**config.mk**
```make
export PLATFORM = sky130hd
export DESIGN_NAME = alarm_trigger_module_flat
export DESIGN_NICKNAME = d
export VERILOG_FILES = /design/src/rtl/alarm_trigger_module_if.sv /design/src/rtl/alarm_trigger_module.sv /design/src/flat_wrapper.sv
export SDC_FILE = /design/constraint.sdc
export NUM_CORES = 1
export LEC_CHECK = 0
export ABC_AREA = 1
export CAP_MARGIN = 25
export CORE_UTILIZATION = 45
export CTS_CLUSTER_DIAMETER = 100
export DETAILED_ROUTE_END_ITERATION = 6
export PLACE_DENSITY = 0.89
export SYNTH_ARGS = -nofsm -noshare
export SYNTH_HDL_FRONTEND = slang
export SYNTH_SLANG_ARGS = --single-unit
```
**constraint.sdc**
```tcl
create_clock -name Clk -period 3.2 [get_ports Clk]
set_input_delay 0.48 -clock Clk [delete_from_list [all_inputs] [get_ports Clk]]
set_output_delay 0.48 -clock Clk [all_outputs]
set_load 0.05 [all_outputs]
```
**src/rtl/alarm_trigger_module_if.sv**
```systemverilog
// Signal bundle between the set-time stage / user buttons and the alarm trigger.
// The master side drives time, alarm registers and buttons; the slave side drives the bell outputs.
interface alarm_trigger_module_if;
    logic [14:0] CT;
    logic [12:0] Q_r0;
    logic [12:0] Q_r1;
    logic [12:0] Q_r2;
    logic [12:0] Q_r3;
    logic [12:0] Q_r4;
    logic [12:0] Q_r5;
    logic [12:0] Q_r6;
    logic        MASTER_EN;
    logic        MIN_TICK;
    logic        STOP;
    logic        SNOOZE;
    logic        RING;
    logic        SNOOZING;
    logic [1:0]  SNOOZE_CNT;

    modport master (
        output CT, Q_r0, Q_r1, Q_r2, Q_r3, Q_r4, Q_r5, Q_r6,
        output MASTER_EN, MIN_TICK, STOP, SNOOZE,
        input  RING, SNOOZING, SNOOZE_CNT
    );

    modport slave (
        input  CT, Q_r0, Q_r1, Q_r2, Q_r3, Q_r4, Q_r5, Q_r6,
        input  MASTER_EN, MIN_TICK, STOP, SNOOZE,
        output RING, SNOOZING, SNOOZE_CNT
    );
endinterface

```
**src/rtl/alarm_trigger_module.sv**
```systemverilog
// Alarm bell controller: fires once per matching minute, then handles stop,
// a bounded number of snoozes and an automatic ring timeout counted in minute ticks.
module alarm_trigger_module #(
    parameter int RING_MIN   = 5,
    parameter int SNOOZE_MIN = 9,
    parameter int MAX_SNOOZE = 3
) (
    input  logic                  Clk,
    input  logic                  CLEAR,
    alarm_trigger_module_if.slave bus
);
    typedef enum logic [1:0] {
        IDLE        = 2'd0,
        RINGING     = 2'd1,
        SNOOZE_WAIT = 2'd2
    } state_t;

    localparam logic [3:0] RING_LIM   = 4'(RING_MIN);
    localparam logic [3:0] SNOOZE_LIM = 4'(SNOOZE_MIN);
    localparam logic [1:0] SNOOZE_MAX = 2'(MAX_SNOOZE);

    state_t      state_reg, state_next;
    logic [3:0]  tmr_reg, tmr_next;
    logic [1:0]  cnt_reg, cnt_next;
    logic        match_q_reg;
    logic        ring_reg, ring_next;
    logic        snoozing_reg, snoozing_next;

    logic [12:0] alarm_sel [7];
    logic [7:0]  day_hit;
    logic        match;
    logic        trigger;
    logic [3:0]  tmr_inc;

    assign alarm_sel[0] = bus.Q_r0;
    assign alarm_sel[1] = bus.Q_r1;
    assign alarm_sel[2] = bus.Q_r2;
    assign alarm_sel[3] = bus.Q_r3;
    assign alarm_sel[4] = bus.Q_r4;
    assign alarm_sel[5] = bus.Q_r5;
    assign alarm_sel[6] = bus.Q_r6;

    // One hit line per weekday; day code 7 has no register and never matches.
    generate
        for (genvar gi = 0; gi < 7; gi++) begin : g_day
            assign day_hit[gi] = (bus.CT[14:12] == 3'(gi)) && alarm_sel[gi][12]
                                 && (alarm_sel[gi][11:0] == bus.CT[11:0]);
        end
    endgenerate
    assign day_hit[7] = 1'b0;

    assign match   = bus.MASTER_EN & (|day_hit);
    assign trigger = match & ~match_q_reg;
    assign tmr_inc = tmr_reg + 4'd1;

    always_comb begin
        state_next = state_reg;
        tmr_next   = tmr_reg;
        cnt_next   = cnt_reg;
        if (!bus.MASTER_EN) begin
            state_next = IDLE;
        end else begin
            case (state_reg)
                IDLE: begin
                    if (trigger) begin
                        state_next = RINGING;
                        tmr_next   = 4'd0;
                        cnt_next   = 2'd0;
                    end
                end
                RINGING: begin
                    // Buttons outrank the tick, so a tick in the same cycle is dropped.
                    if (bus.STOP) begin
                        state_next = IDLE;
                    end else if (bus.SNOOZE) begin
                        if (cnt_reg < SNOOZE_MAX) begin
                            state_next = SNOOZE_WAIT;
                            tmr_next   = 4'd0;
                            cnt_next   = cnt_reg + 2'd1;
                        end else begin
                            state_next = IDLE;
                        end
                    end else if (bus.MIN_TICK) begin
                        tmr_next = tmr_inc;
                        if (tmr_inc == RING_LIM) begin
                            state_next = IDLE;
                        end
                    end
                end
                SNOOZE_WAIT: begin
                    if (bus.STOP) begin
                        state_next = IDLE;
                    end else if (bus.MIN_TICK) begin
                        if (tmr_inc == SNOOZE_LIM) begin
                            state_next = RINGING;
                            tmr_next   = 4'd0;
                        end else begin
                            tmr_next = tmr_inc;
                        end
                    end
                end
                default: state_next = IDLE;
            endcase
        end
        ring_next     = (state_next == RINGING);
        snoozing_next = (state_next == SNOOZE_WAIT);
    end

    // match_q resets high so a match already present at reset release is not an edge.
    always_ff @(posedge Clk) begin
        if (CLEAR) begin
            state_reg    <= IDLE;
            tmr_reg      <= 4'd0;
            cnt_reg      <= 2'd0;
            match_q_reg  <= 1'b1;
            ring_reg     <= 1'b0;
            snoozing_reg <= 1'b0;
        end else begin
            state_reg    <= state_next;
            tmr_reg      <= tmr_next;
            cnt_reg      <= cnt_next;
            match_q_reg  <= match;
            ring_reg     <= ring_next;
            snoozing_reg <= snoozing_next;
        end
    end

    assign bus.RING       = ring_reg;
    assign bus.SNOOZING   = snoozing_reg;
    assign bus.SNOOZE_CNT = cnt_reg;
endmodule

```
**src/flat_wrapper.sv**
```systemverilog
// flat-port wrapper written by rule: the top's interface ports become plain ports
module alarm_trigger_module_flat 
#(
    parameter int RING_MIN   = 5,
    parameter int SNOOZE_MIN = 9,
    parameter int MAX_SNOOZE = 3
)
  (Clk, CLEAR, bus_CT, bus_Q_r0, bus_Q_r1, bus_Q_r2, bus_Q_r3, bus_Q_r4, bus_Q_r5, bus_Q_r6, bus_MASTER_EN, bus_MIN_TICK, bus_STOP, bus_SNOOZE, bus_RING, bus_SNOOZING, bus_SNOOZE_CNT);
  alarm_trigger_module_if bus_i ();
  input  logic Clk;
  input  logic CLEAR;
  input wire logic [$bits(bus_i.CT)-1:0] bus_CT;
  input wire logic [$bits(bus_i.Q_r0)-1:0] bus_Q_r0;
  input wire logic [$bits(bus_i.Q_r1)-1:0] bus_Q_r1;
  input wire logic [$bits(bus_i.Q_r2)-1:0] bus_Q_r2;
  input wire logic [$bits(bus_i.Q_r3)-1:0] bus_Q_r3;
  input wire logic [$bits(bus_i.Q_r4)-1:0] bus_Q_r4;
  input wire logic [$bits(bus_i.Q_r5)-1:0] bus_Q_r5;
  input wire logic [$bits(bus_i.Q_r6)-1:0] bus_Q_r6;
  input wire logic [$bits(bus_i.MASTER_EN)-1:0] bus_MASTER_EN;
  input wire logic [$bits(bus_i.MIN_TICK)-1:0] bus_MIN_TICK;
  input wire logic [$bits(bus_i.STOP)-1:0] bus_STOP;
  input wire logic [$bits(bus_i.SNOOZE)-1:0] bus_SNOOZE;
  output wire logic [$bits(bus_i.RING)-1:0] bus_RING;
  output wire logic [$bits(bus_i.SNOOZING)-1:0] bus_SNOOZING;
  output wire logic [$bits(bus_i.SNOOZE_CNT)-1:0] bus_SNOOZE_CNT;
  assign bus_i.CT = bus_CT;
  assign bus_i.Q_r0 = bus_Q_r0;
  assign bus_i.Q_r1 = bus_Q_r1;
  assign bus_i.Q_r2 = bus_Q_r2;
  assign bus_i.Q_r3 = bus_Q_r3;
  assign bus_i.Q_r4 = bus_Q_r4;
  assign bus_i.Q_r5 = bus_Q_r5;
  assign bus_i.Q_r6 = bus_Q_r6;
  assign bus_i.MASTER_EN = bus_MASTER_EN;
  assign bus_i.MIN_TICK = bus_MIN_TICK;
  assign bus_i.STOP = bus_STOP;
  assign bus_i.SNOOZE = bus_SNOOZE;
  assign bus_RING = bus_i.RING;
  assign bus_SNOOZING = bus_i.SNOOZING;
  assign bus_SNOOZE_CNT = bus_i.SNOOZE_CNT;
  alarm_trigger_module #(.RING_MIN(RING_MIN), .SNOOZE_MIN(SNOOZE_MIN), .MAX_SNOOZE(MAX_SNOOZE)) u_core (.Clk(Clk), .CLEAR(CLEAR), .bus(bus_i));
endmodule
```
# After elaboration in Yosys (flattened, before gate mapping)
# Index checks and enable logic that the tools add are counted.
[word_totals]
inputBits = 112
regBits = 11
output_inout_bits = 4
[op_classes]
reduce_logical = 21
n_lt_le_gt_ge = 1
bitwise = 3
n_addsub = 2
muxes = 25
n_eq_ne = 27
[ops]
columns = ["op", "count"]
rows = [
  ["12-bit equality test", 7],
  ["4-bit two-way mux", 8],
  ["2-bit two-way mux", 14],
  ["1-bit logical AND", 14],
  ["4-bit one-hot mux with 3 select lines", 1],
  ["3-bit equality test (second input constant)", 3],
  ["2-bit inequality test (second input constant)", 4],
  ["8-bit AND reduction", 1],
  ["7-bit OR reduction", 1],
  ["3-bit by 2-bit equality test with 1-bit output (second input constant)", 2],
  ["2-bit one-hot mux with 3 select lines", 1],
  ["6-bit AND reduction", 1],
  ["4-bit by 1-bit adder with 4-bit output (second input constant)", 1],
  ["2-bit by 1-bit equality test with 1-bit output (second input constant)", 2],
  ["2-bit equality test (second input constant)", 2],
  ["4-bit by 3-bit equality test with 1-bit output (second input constant)", 1],
  ["4-bit equality test (second input constant)", 1],
  ["2-bit by 1-bit inequality test with 1-bit output (second input constant)", 2],
  ["2-bit one-hot mux with 2 select lines", 1],
  ["3-bit by 1-bit equality test with 1-bit output (second input constant)", 1],
  ["3-bit zero test", 1],
  ["3-bit by 2-bit inequality test with 1-bit output (second input constant)", 1],
  ["3-bit inequality test (second input constant)", 1],
  ["3-bit nonzero test", 1],
  ["other kinds (6)", 7],
]

# Depth between registers and ports, before layout
# Gate-level depths: netlist of the first run.
[logic_depth]
word_depth = 10
mapped_depth = 17
depth_no_buf = 16

# Least setup slack after synthesis of the first run
# Ideal clock, no wire load.
[synth_path]
path_kind = "input to register"
startpoint = "in bus_CT[3]"
endpoint = "reg u_core.tmr_reg[0]"
slack_ns = 1.447
t_arrival_ns = 1.638
stages = 13
cell_sequence = "buf_6 or2_0 a21oi_1 nand3_1 nor2_1 nor2_1 nand2_2 nand3_2 nand2_2 buf_6 nand3_1 nand2_1 nor2_1"
[synth_via]
elab_chain_cells = 7
word_cells_on_any_way = 19
classes_between = "eq/ne: 8; bitwise: 2; reduce/logical: 9"
[synth_rtl]
columns = ["element", "line", "rtl"]
rows = [
  ["from (decl)", "flat_wrapper.sv:12", "input wire logic [$bits(bus_i.CT)-1:0] bus_CT;"],
  ["12-bit equality test", "alarm_trigger_module.sv:47", "&& (alarm_sel[gi][11:0] == bus.CT[11:0]);"],
  ["1-bit logical AND", "alarm_trigger_module.sv:47", ""],
  ["7-bit OR reduction (*)", "alarm_trigger_module.sv:52", "assign match = bus.MASTER_EN & (|day_hit);"],
  ["1-bit AND (*)", "alarm_trigger_module.sv:52", ""],
  ["1-bit AND (*)", "alarm_trigger_module.sv:53", "assign trigger = match & ~match_q_reg;"],
  ["2-bit by 1-bit inequality test with 1-bit output (no source line) (*)", "-", ""],
  ["8-bit AND reduction (no source line) (*)", "-", ""],
  ["to (signal assigned)", "alarm_trigger_module.sv:120", "tmr_reg <= tmr_next;"],
  ["to (decl)", "alarm_trigger_module.sv:23", "logic [3:0] tmr_reg, tmr_next;"],
]
# Mark *: on every way between the ends. The rest lies on a longest branch, timed or not.
# A chain may end at the register's enable or synchronous reset.

# Final worst setup path of the first run
[layout_path]
startpoint = "in bus_CT[10]"
endpoint = "reg u_core.cnt_reg[1], in the netlist u_core.bus.SNOOZE_CNT[1]"
[layout_via]
elab_chain_cells = 7
word_cells_on_any_way = 19
classes_between = "eq/ne: 8; bitwise: 2; reduce/logical: 9"
[layout_rtl]
columns = ["element", "line", "rtl"]
rows = [
  ["12-bit equality test", "alarm_trigger_module.sv:47", ""],
  ["1-bit logical AND", "alarm_trigger_module.sv:47", ""],
  ["7-bit OR reduction (*)", "alarm_trigger_module.sv:52", ""],
  ["1-bit AND (*)", "alarm_trigger_module.sv:52", ""],
  ["1-bit AND (*)", "alarm_trigger_module.sv:53", ""],
  ["2-bit by 1-bit inequality test with 1-bit output (no source line) (*)", "-", ""],
  ["6-bit AND reduction (no source line) (*)", "-", ""],
  ["to (signal assigned)", "alarm_trigger_module.sv:121", "cnt_reg <= cnt_next;"],
  ["to (decl)", "alarm_trigger_module.sv:24", "logic [1:0] cnt_reg, cnt_next;"],
]
# Marks and branches as above.

==> impl_results.md, run 1 <==
- DRC: 0
- DR iter-0 viols: 88
- First-pass GRT wire length: between 10,000 and 15,000 um
- Gate count of the mapped netlist: slightly below 500
- Switch share: roughly a third
- Wire length per cell: about 11 um
- VDD IR max: around 0.12 mV
- CTS Buffer Depth: 2
- Via/cell ratio: approximately 4.6
- GP Congestion: between 0.9 and 1
- RSZ-0062 raised after global routing: false
- Post-Syn Area: between 2000 and 2500 um2
- Slew Limit Fails: 0
- Most frequent CP cell: nand2_1
- Crit path DAT: ~2400 ps
- Status: completed
- Critical path's top delay family: simple AND/OR/NAND/NOR gates
- Clk slew on worst S/H paths: ~50 ps
- Largest net degree at the start of global routing: 12
- Synth Register Bits: 11
- Clock power frac: between 20% and 30%
- Min-delay worst type: reg2reg
- Slew at the pin closest to its max-slew limit: around 490 ps
- GRT Util Overall: approximately 25%
- Pint: a little over 400 uW
- Largest register FFs: 4
- DRT Pass-1 Iters: 4
- IO Count: between 100 and 150
- Lkg Pwr: about 0.0019 uW
- Placed cell count: 661
- CP Launch Type: primary input
- Vias post-DR: 3,092
- Area leader, netlist: nand2_1
- Diode count: 0
- Flop pwr share: between 20 and 25%
- Max stage delay cell, worst path: clkdlybuf4s50_1
- WP buf/inv: 2
- Top cell type's share of synthesized area: 35.40%
- Area grow syn2layout: 48.88%
- Root Driver: clkbuf_8
- Area contributors post-synth: nand2_1 35%, inv_1 12%, nor2_1 9.7%
- Ys Warns: 0
- Period utilisation layout: 72.06%
- Mux contribution to synthesized area: 0%
- Post-route design area: 3567 um2
- Seq/Total Area, Yosys: 9.191%
- Worst path cell trace: clkdlybuf4s50_1 -> inv_2 -> nand2_1 -> nand2_1 -> nor2_1 -> nand2_1 -> nor2_1 -> nand2_1 -> nand2_1 -> nor2_2 -> nand2_2 -> nand3_2 -> nand2_2 -> nand2_1 -> nor2_1 -> nor2_1
- Worst relative slew slack: around 67%
- CP Max Fanout: 11
- Vias in the first global route: around 2,700
- CTS Buf Count: 3
- Adder-Cell Fraction of Synth Area: about 3.7%
- CP required: 3330 ps
- Combinational share of power: roughly 54%
- Skew-Pair Late Insertion Delay: ~240 ps
- Worst clock skew: around 2.2 ps
- Initial antenna violation count: 0
- Post-layout minimum cycle time: between 2000 and 2500 ps
- Placed Area: 3522 um2
- Final cell count without fillers: around 670
- Post_cts resized: 0
- Die Wd: 74.97 um
- Power Total: a little over 600 uW
- TNS Setup: 0 ps
- Synthesized-area fraction occupied by xor and xnor cells: under 10%
- # Max-Cap Violations: 0
- Drt total wl: approximately 7100 um
- Fmax: between 400 and 500 MHz
- Mapped Nets: ~600
- Crit path kind: in2reg
- Net Switching: around 200 uW
- Grt total ovfl: 0
- Simple-Gate Fraction of Synth Area: between 50% and 60%
- Post-synth cell types: 25
- Ratio of cells with drive above 1 in the final layout: ~3.5%
- Filler cells: between 400 and 500
- CTS sink count: 11
- Critical Path End Type: flop
- Largest family of logic cells by synthesized area: simple AND/OR/NAND/NOR gates
- Core Region: between 5000 and 6000 um2
- Hpwl dp: 6250 um
- Slowest Stage Delay on Critical Path: 660 ps
- DIE AREA: about 5600 um2
- Post-synthesis compound-gate area fraction: 4.804%
- Row count: 26
- DRT antenna net count: 0
- Post-CTS setup buffer count: 0
- H-tree Lvls: 1
- Chip height: around 75 um
- Hold buffer count at cts: 0
- Final net count: roughly 700
- Final setup vio count: 0
- Syn_area_per_cell: just under 5 um2
- Pwr dens: about 170 nW/um2
- Starting Density: between 40% and 50%
- Buffers on Ports: about 120
- CTS tree: yes
- Final Hold Vio Count: 0
## placed cells by master, fill, tap and decap left out, drive strengths merged
cell and count:
a21oi 9, clkbuf 4, a2111oi 1, o21ai 3
clkdlybuf4s50 115, xor2 7, nand2 228, o2111a 1
ha 7, or2 6, dfxtp 11, nor3 2
nor2 63, a21boi 1, inv 90, nand3 23
nand4 5, o2111ai 1, xnor2 18
## kinds of logic after synthesis
logic type               after synthesis
flip-flops                            11
buffers and inverters                103
AND/OR/NAND/NOR                      327
AO/OA/AOI/OAI                         16
XOR/XNOR                              25
adder cells (fa/ha/maj)                7
## synth_stat cells (all sizes together)
| cell type | instances |
|---|---|
| o2111a | 1 |
| nor2 | 63 |
| nand2 | 228 |
| nand4 | 5 |
| inv | 90 |
| a21oi | 9 |
| dfxtp | 11 |
| ha | 7 |
| a2111oi | 1 |
| or2 | 6 |
| nand3 | 23 |
| xnor2 | 18 |
| buf | 13 |
| o21ai | 3 |
| xor2 | 7 |
| nor3 | 2 |
| o2111ai | 1 |
| a21boi | 1 |
## final timing paths
kind / start / to / slack (ps) / cells after the start
worst max-delay path: bus_CT[10] / u_core.bus.SNOOZE_CNT[1] / 890 / 16
worst max register to register: u_core.state_reg[1] / u_core.tmr_reg[1] / 1110 / 12
worst min-delay path: u_core.tmr_reg[3] / u_core.tmr_reg[3] / 530 / 2
worst min register to register: u_core.tmr_reg[3] / u_core.tmr_reg[3] / 530 / 2
## through the flow
stage	setup WS, ps	hold slack [ps]	util (%)
3_3_place_gp	659.2	515.0	68.96
5_1_grt	655.9	569.2	69.84
3_5_place_dp	618.6	512.3	68.96
2_1_floorplan	1447	471.3	-
4_1_cts	861.1	526.3	69.84
6_report	894.1	533.9	69.84
## cell type report
cell class                      count  area, um2  area share, %
Multi-Input combinational cell    375       1720          48.23
Timing Repair Buffer              115       1151          32.27
Inverter                           90      342.8          9.611
Sequential cell                    11      220.2          6.173
Tap cell                           70      87.58          2.455
Clock buffer                        4      45.04          1.263
## worst min-delay path, delay by kind of cell (launching register included)
kind,cells,cell delay (ps)
AOI/OAI and AO/OA,1,50
DFF,1,360
and+or+nand+nor,1,90
## metal layers
metal / vias to the layer above / GRT usage, % / part of all wire, %
met4: 0 / 6.499 / 1.9
met3: 13 / 4.552 / 6.5
met1: 1343 / 29.72 / 43
li1: 1643 / - / -
met5: - / 0 / 0
met2: 93 / 47.25 / 48
## power groups by stage
stage	combinational [uW]	sequential [uW]	clock, uW
2_1_floorplan	161	141	0
3_3_place_gp	323	141	0
3_5_place_dp	329	141	0
4_1_cts	331	138	141
5_1_grt	367	138	150
6_report	330	138	140
Note: power is estimated with default switching activity, not from simulation.
==> run 2, diff against run 1 <==
CORE_UTILIZATION = 42   (was 45)
PLACE_DENSITY = 0.84   (was 0.89)
clock period = 2.16 ns   (was 3.2 ns; I/O delays follow)
==> impl_results.md, run 2 (synthesis results as in run 1) <==
- Status: completed (unchanged)
- Hold path startpoint: u_core.tmr_reg[3] (unchanged)
- Ratio of cells with drive above 1 in the final layout: 7.605% (was 3.529%)
- Die Wd: 77.53 um (was 74.97 um)
- GP Congestion: 0.8680 (was 0.9318)
- Skew-Pair Late Insertion Delay: 240 ps (about the same)
- Period utilisation layout: between 80% and 90%
- Slew at the pin closest to its max-slew limit: 498.1 ps (was 492.7 ps)
- Crit path DAT: 2120 ps (was 2440 ps)
- Final setup vio count: 0 (unchanged)
- First-pass GRT wire length: 11,920 um (was 11,100 um)
- Flop2flop setup slack: 230 ps (was 1110 ps)
- Final net count: 738 (was 715)
- CP required: 2340 ps (was 3330 ps)
- CTS Buffer Depth: 2 (unchanged)
- CP Max Fanout: 5 (was 11)
- Min-delay worst type: reg2reg (unchanged)
- Critical Path End Type: flop (unchanged)
- Hpwl dp: 6293 um (was 6250 um)
- DRT antenna net count: 0 (unchanged)
- Setup ws final: 220.6 ps (was 894.1 ps)
- Final Hold Vio Count: 0 (unchanged)
- Post-layout minimum cycle time: ~1900 ps
- # Max-Cap Violations: 0 (unchanged)
- Wire length per cell: 10.59 um (was 10.66 um)
- Starting Density: 43.51% (was 46.91%)
- VDD IR max: 0.1829 mV (was 0.1173 mV)
- GRT Util Overall: 24.20% (was 25.36%)
- Filler cells: 508 (was 498)
- Pwr dens: 247.6 nW/um2 (was 170.3 nW/um2)
- Area grow syn2layout: 57.55% (was 48.88%)
- Worst Reg2Reg Path Length in Cells: 13 (was 12)
- Core Region: 5507 um2 (was 5107 um2)
- Worst clock skew: 1.230 ps (was 2.159 ps)
- CTS tree: yes (unchanged)
- Buffers on Ports: 115 (unchanged)
- Via/cell ratio: 4.493 (was 4.650)
- Finished Core Util: 68.55% (was 69.84%)
- Most frequent cells in the layout: 226 x nand2_1, 109 x clkdlybuf4s50_1, 78 x inv_1 (was 226 x nand2_1, 115 x clkdlybuf4s50_1, 78 x inv_1)
- CTS Buf Count: 3 (unchanged)
- Initial antenna violation count: 0 (unchanged)
- DR iter-0 viols: 125 (was 88)
- H-tree Lvls: 1 (unchanged)
- Crit path kind: in2reg (unchanged)
- Diode count: 0 (unchanged)
- Crit. Startpoint: bus_CT[4] (was bus_CT[10])
- Grt total ovfl: 0 (unchanged)
- Commonest non-fill, non-tap cell in the layout: nand2_1 (unchanged)
- Fmax: 515.6 MHz
- Vias in the first global route: 2,951 (was 2,741)
- Cell depth of the worst hold path: 2 (unchanged)
- Worst relative slew slack: 66.69% (was 67.05%)
- Reg2reg end: u_core.tmr_reg[1] (unchanged)
- Row count: 27 (was 26)
- CTS sink count: 11 (unchanged)
- Slew Limit Fails: 0 (unchanged)
- DRT Pass-1 Iters: 4 (unchanged)
- Clk slew on worst S/H paths: 50 ps (about the same)
- Worst hold-check slack: 521.4 ps (was 533.9 ps)
- Lkg Pwr: 0.002115 uW (was 0.001945 uW)
- Largest net degree at the start of global routing: 12 (unchanged)
- Pre-CTS setup slack: -170.4 ps (was 618.6 ps)
- Chip height: 77.53 um (was 74.97 um)
- Worst r2r src: u_core.state_reg[1] (unchanged)
- Vias post-DR: 3,100 (was 3,092)
- DIE AREA: 6011 um2 (was 5621 um2)
- IO Count: 116 (unchanged)
- Drt total wl: 7310 um (was 7086 um)
- Largest register FFs: 4 (unchanged)
- Root Driver: clkbuf_8 (unchanged)
- CP Launch Type: primary input (unchanged)
- Hold Crit Endpoint: u_core.tmr_reg[3] (unchanged)
- DRC: 0 (unchanged)
run 2: cell types whose count changed in the layout (fill, tap and decap cells not counted), sizes merged:
| cell | previous run | this run |
|---|---|---|
| dlymetal6s2s | 0 | 6 |
| nand2 | 228 | 229 |
| buf | 0 | 22 |
| clkdlybuf4s50 | 115 | 109 |
run 2: cell type report:
type / count / area [um2] / area share (%)
repair buffers: 137 / 1331 / 35.27
inverters: 90 / 342.8 / 9.082
multi-input cells: 376 / 1744 / 46.20
flip-flops and latches: 11 / 221.5 / 5.867
clock buffers: 4 / 45.04 / 1.193
well taps: 72 / 90.09 / 2.386
run 2: through the flow:
step	setup TNS, ps	total power (uW)	std cells	instance area (um2)
global route	-12.17	1002	690	3775
global placement	-708.7	717.4	684	3682
floorplan	0	446.5	489	2396
CTS	0	938.0	688	3727
finish	0	934.8	690	3775
detailed placement	-1057	726.8	684	3682
run 2: worst max-delay path: stages:
cell	delay, ps
clkdlybuf4s50_1	520
buf_4	170
xnor2_1	110
nand3_1	80
nor2_1	110
nand2_1	70
nor2_1	90
nor2_1	60
nand2_2	90
nand3_4	100
nand2_1	80
nand2_1	40
nand2_1	90
nand2_1	80
nor2_1	90
run 2: repair_timing:
item / CTS / global route
hold buffers: 0 / 0
gates resized for setup: 0 / 11
setup endpoints to repair: 0 / 9
buffers inserted: 0 / 1
run 2: where the power goes:
| group | internal, uW | switching, uW |
|---|---|---|
| sequential | 204 | 0.216 |
| combinational | 300 | 221 |
| clock | 130 | 79.6 |
run 2: how the worst max path moves through the flow:
stage / to / depth (start not counted) / slack, ps
3_3_place_gp: u_core.bus.SNOOZE_CNT[1] / 16 / -140
6_report: u_core.bus.RING / 15 / 220
3_5_place_dp: u_core.tmr_reg[1] / 16 / -170
2_1_floorplan: u_core.tmr_reg[0] / 12 / 410
4_1_cts: u_core.tmr_reg[1] / 16 / 80
5_1_grt: u_core.bus.SNOOZE_CNT[1] / 17 / -8
run 2: per-layer routing:
metal  vias up  wire length [um]  global-route usage (%)
met2       101              3687                   47.17
met1      1300              3068                   27.72
met4         0               125                   5.094
met5         -                 0                       0
li1       1687                 -                       -
met3        12               430                   2.824
==> run 3, diff against run 2 <==
CAP_MARGIN = not set   (was 25)
CORE_ASPECT_RATIO = 0.9   (was not set)
SLEW_MARGIN = 20   (was not set)
==> impl_results.md, run 3 (synthesis results as in run 1) <==
- Status: completed (unchanged)
- Routed met2 length: 3948 um (was 3687 um)
- Final net count: 736 (was 738)
- Final setup vio count: 0 (unchanged)
- CP Max Fanout: 6 (was 5)
- Drt total wl: 7796 um (was 7310 um)
- Ratio of cells with drive above 1 in the final layout: 6.818% (was 7.605%)
- Flop2flop setup slack: 270 ps (was 230 ps)
- Commonest non-fill, non-tap cell in the layout: nand2_1 (unchanged)
- Post-layout minimum cycle time: 2018 ps (was 1939 ps)
- Vias post-DR: 3,190 (was 3,100)
- Pwr dens: 251.7 nW/um2 (was 247.6 nW/um2)
- Crit path DAT: 2160 ps (was 2120 ps)
- Clk slew on worst S/H paths: 50 ps (about the same)
- Crit. Startpoint: bus_CT[4] (unchanged)
- Row count: 25 (was 27)
- Flop pwr share: 21.6% (was 21.9%)
- Largest register FFs: 4 (unchanged)
- Worst clock skew: 3.054 ps (was 1.230 ps)
- Post-CTS setup buffer count: 0 (unchanged)
- Hold buffer count at cts: 0 (unchanged)
- H-tree Lvls: 1 (unchanged)
- CTS Buf Count: 3 (unchanged)
- Via/cell ratio: 4.671 (was 4.493)
- Worst path cell trace: clkdlybuf4s50_1 -> buf_4 -> xnor2_1 -> nand3_1 -> nor2_1 -> nand2_1 -> nor2_1 -> nor2_1 -> nand2_2 -> nand3_4 -> nand2_4 -> nand3_1 -> nand2_1 -> nor2_1 (was clkdlybuf4s50_1 -> buf_4 -> xnor2_1 -> nand3_1 -> nor2_1 -> nand2_1 -> nor2_1 -> nor2_1 -> nand2_2 -> nand3_4 -> nand2_1 -> nand2_1 -> nand2_1 -> nand2_1 -> nor2_1)
- DRC: 0 (unchanged)
- Max stage delay cell, worst path: clkdlybuf4s50_1 (unchanged)
- Most frequent cells in the layout: 226 x nand2_1, 110 x clkdlybuf4s50_1, 78 x inv_1 (was 226 x nand2_1, 109 x clkdlybuf4s50_1, 78 x inv_1)
- Switch share: 33.03% (was 32.17%)
- CP required: 2300 ps (was 2340 ps)
- Largest net degree at the start of global routing: 12 (unchanged)
- GP Congestion: 0.8991 (was 0.8680)
- Combinational share of power: 55.4% (was 55.7%)
- Pint: 633.4 uW (was 634.1 uW)
- Finished Core Util: 69.84% (was 68.55%)
- Lkg Pwr: 0.002101 uW (was 0.002115 uW)
- Metal3 WL: 429 um (was 430 um)
- Grt total ovfl: 0 (unchanged)
- IO Count: 116 (unchanged)
- Period utilisation layout: 93.45% (was 89.79%)
- CTS tree: yes (unchanged)
- Slew Limit Fails: 0 (unchanged)
- GRT Util Overall: 26.54% (was 24.20%)
- DRT antenna net count: 0 (unchanged)
- Initial antenna violation count: 0 (unchanged)
- Critical Path End Type: flop (unchanged)
- Filler cells: 488 (was 508)
- First-pass GRT wire length: 12,410 um (was 11,920 um)
- Hold Crit Endpoint: u_core.tmr_reg[3] (unchanged)
- Metal-1 WL: 3261 um (was 3068 um)
- Worst r2r src: u_core.state_reg[0] (was u_core.state_reg[1])
- CTS Buffer Depth: 2 (unchanged)
- Starting Density: 44.53% (was 43.51%)
- Clock power frac: 23.0% (was 22.4%)
- Skew-Pair Late Insertion Delay: 250 ps (was 240 ps)
- Die Wd: 81.62 um (was 77.53 um)
- Crit path kind: in2reg (unchanged)
- # Max-Cap Violations: 0 (unchanged)
- Diode count: 0 (unchanged)
- Slew at the pin closest to its max-slew limit: 532.3 ps (was 498.1 ps)
- Core Region: 5380 um2 (was 5507 um2)
- Chip height: 73.66 um (was 77.53 um)
- Final Hold Vio Count: 0 (unchanged)
- Fmax: 495.4 MHz (was 515.6 MHz)
- Slowest Stage Delay on Critical Path: 510 ps (was 520 ps)
- DIE AREA: 6011 um2 (about the same)
- Post_cts resized: 0 (unchanged)
- Area grow syn2layout: 56.81% (was 57.55%)
- Min-delay worst type: reg2reg (unchanged)
- Top Metal Used: met4 (unchanged)
- Root Driver: clkbuf_8 (unchanged)
- Cell depth of the worst hold path: 2 (unchanged)
- Worst Reg2Reg Path Length in Cells: 10 (was 13)
- Placed cell count: 678 (was 684)
- Wire length per cell: 11.41 um (was 10.59 um)
- CTS sink count: 11 (unchanged)
- Worst relative slew slack: 64.51% (was 66.69%)
- Final cell count without fillers: 683 (was 690)
- TNS Setup: 0 ps (unchanged)
- DR iter-0 viols: 108 (was 125)
- Hold path startpoint: u_core.tmr_reg[3] (unchanged)
- Net Switching: 312.4 uW (was 300.7 uW)
- Hpwl dp: 6583 um (was 6293 um)
- Vias in the first global route: 3,008 (was 2,951)
- DRT Pass-1 Iters: 4 (unchanged)
- VDD IR max: 0.1690 mV (was 0.1829 mV)
- Most frequent CP cell: nor2_1 (was nand2_1)
- CP Launch Type: primary input (unchanged)
- Buffers on Ports: 115 (unchanged)
- Reg2reg end: u_core.tmr_reg[1] (unchanged)
-- run 3: per-stage QoR --
step                      setup slack [ps]  cell area [um2]  total power, uW  hold slack (ps)
after floorplan                      408.6             2396            446.5            427.1
after CTS                            32.21             3726            947.7            520.6
after global placement              -131.0             3681            716.7            493.4
after global routing               -0.8959             3757             1009            539.8
final                                141.6             3757            945.8            520.8
after detailed placement            -185.3             3681            728.7            508.9
-- run 3: worst max-delay path by stage --
stage                          endpoint  slack, ps  cells past startpoint
5_1_grt        u_core.bus.SNOOZE_CNT[0]       -0.9                     16
6_report       u_core.bus.SNOOZE_CNT[0]        140                     14
4_1_cts        u_core.bus.SNOOZE_CNT[0]         30                     16
3_5_place_dp   u_core.bus.SNOOZE_CNT[1]       -190                     16
3_3_place_gp   u_core.bus.SNOOZE_CNT[1]       -130                     16
2_1_floorplan         u_core.tmr_reg[0]        410                     12
-- run 3: routing by layer --
metal	up-vias	track usage, %
li1	1698	-
met1	1369	30.14
met2	109	51.48
met3	14	2.360
met4	0	8.187
met5	-	0
-- run 3: layout make-up --
cell class,count,area [um2],area share [%]
multi-input cells,376,1739,46.29
repair buffers,135,1326,35.30
inverters,90,342.8,9.124
flip-flops and latches,11,220.2,5.861
well taps,67,83.83,2.231
clock buffers,4,45.04,1.199
-- run 3: worst max-delay path: cells and delay by family --
family / cells / cell delay (ps)
xor gates and xnor gates: 1 / 120
buffers and inverters: 2 / 680
and+or+nand+nor: 11 / 1020
-- run 3: power groups by stage --
stage | registers [uW] | clock network [uW] | logic (uW)
2_1_floorplan | 209 | 0 | 238
3_3_place_gp | 209 | 0 | 508
3_5_place_dp | 209 | 0 | 520
4_1_cts | 204 | 220 | 523
5_1_grt | 204 | 228 | 578
6_report | 204 | 217 | 524
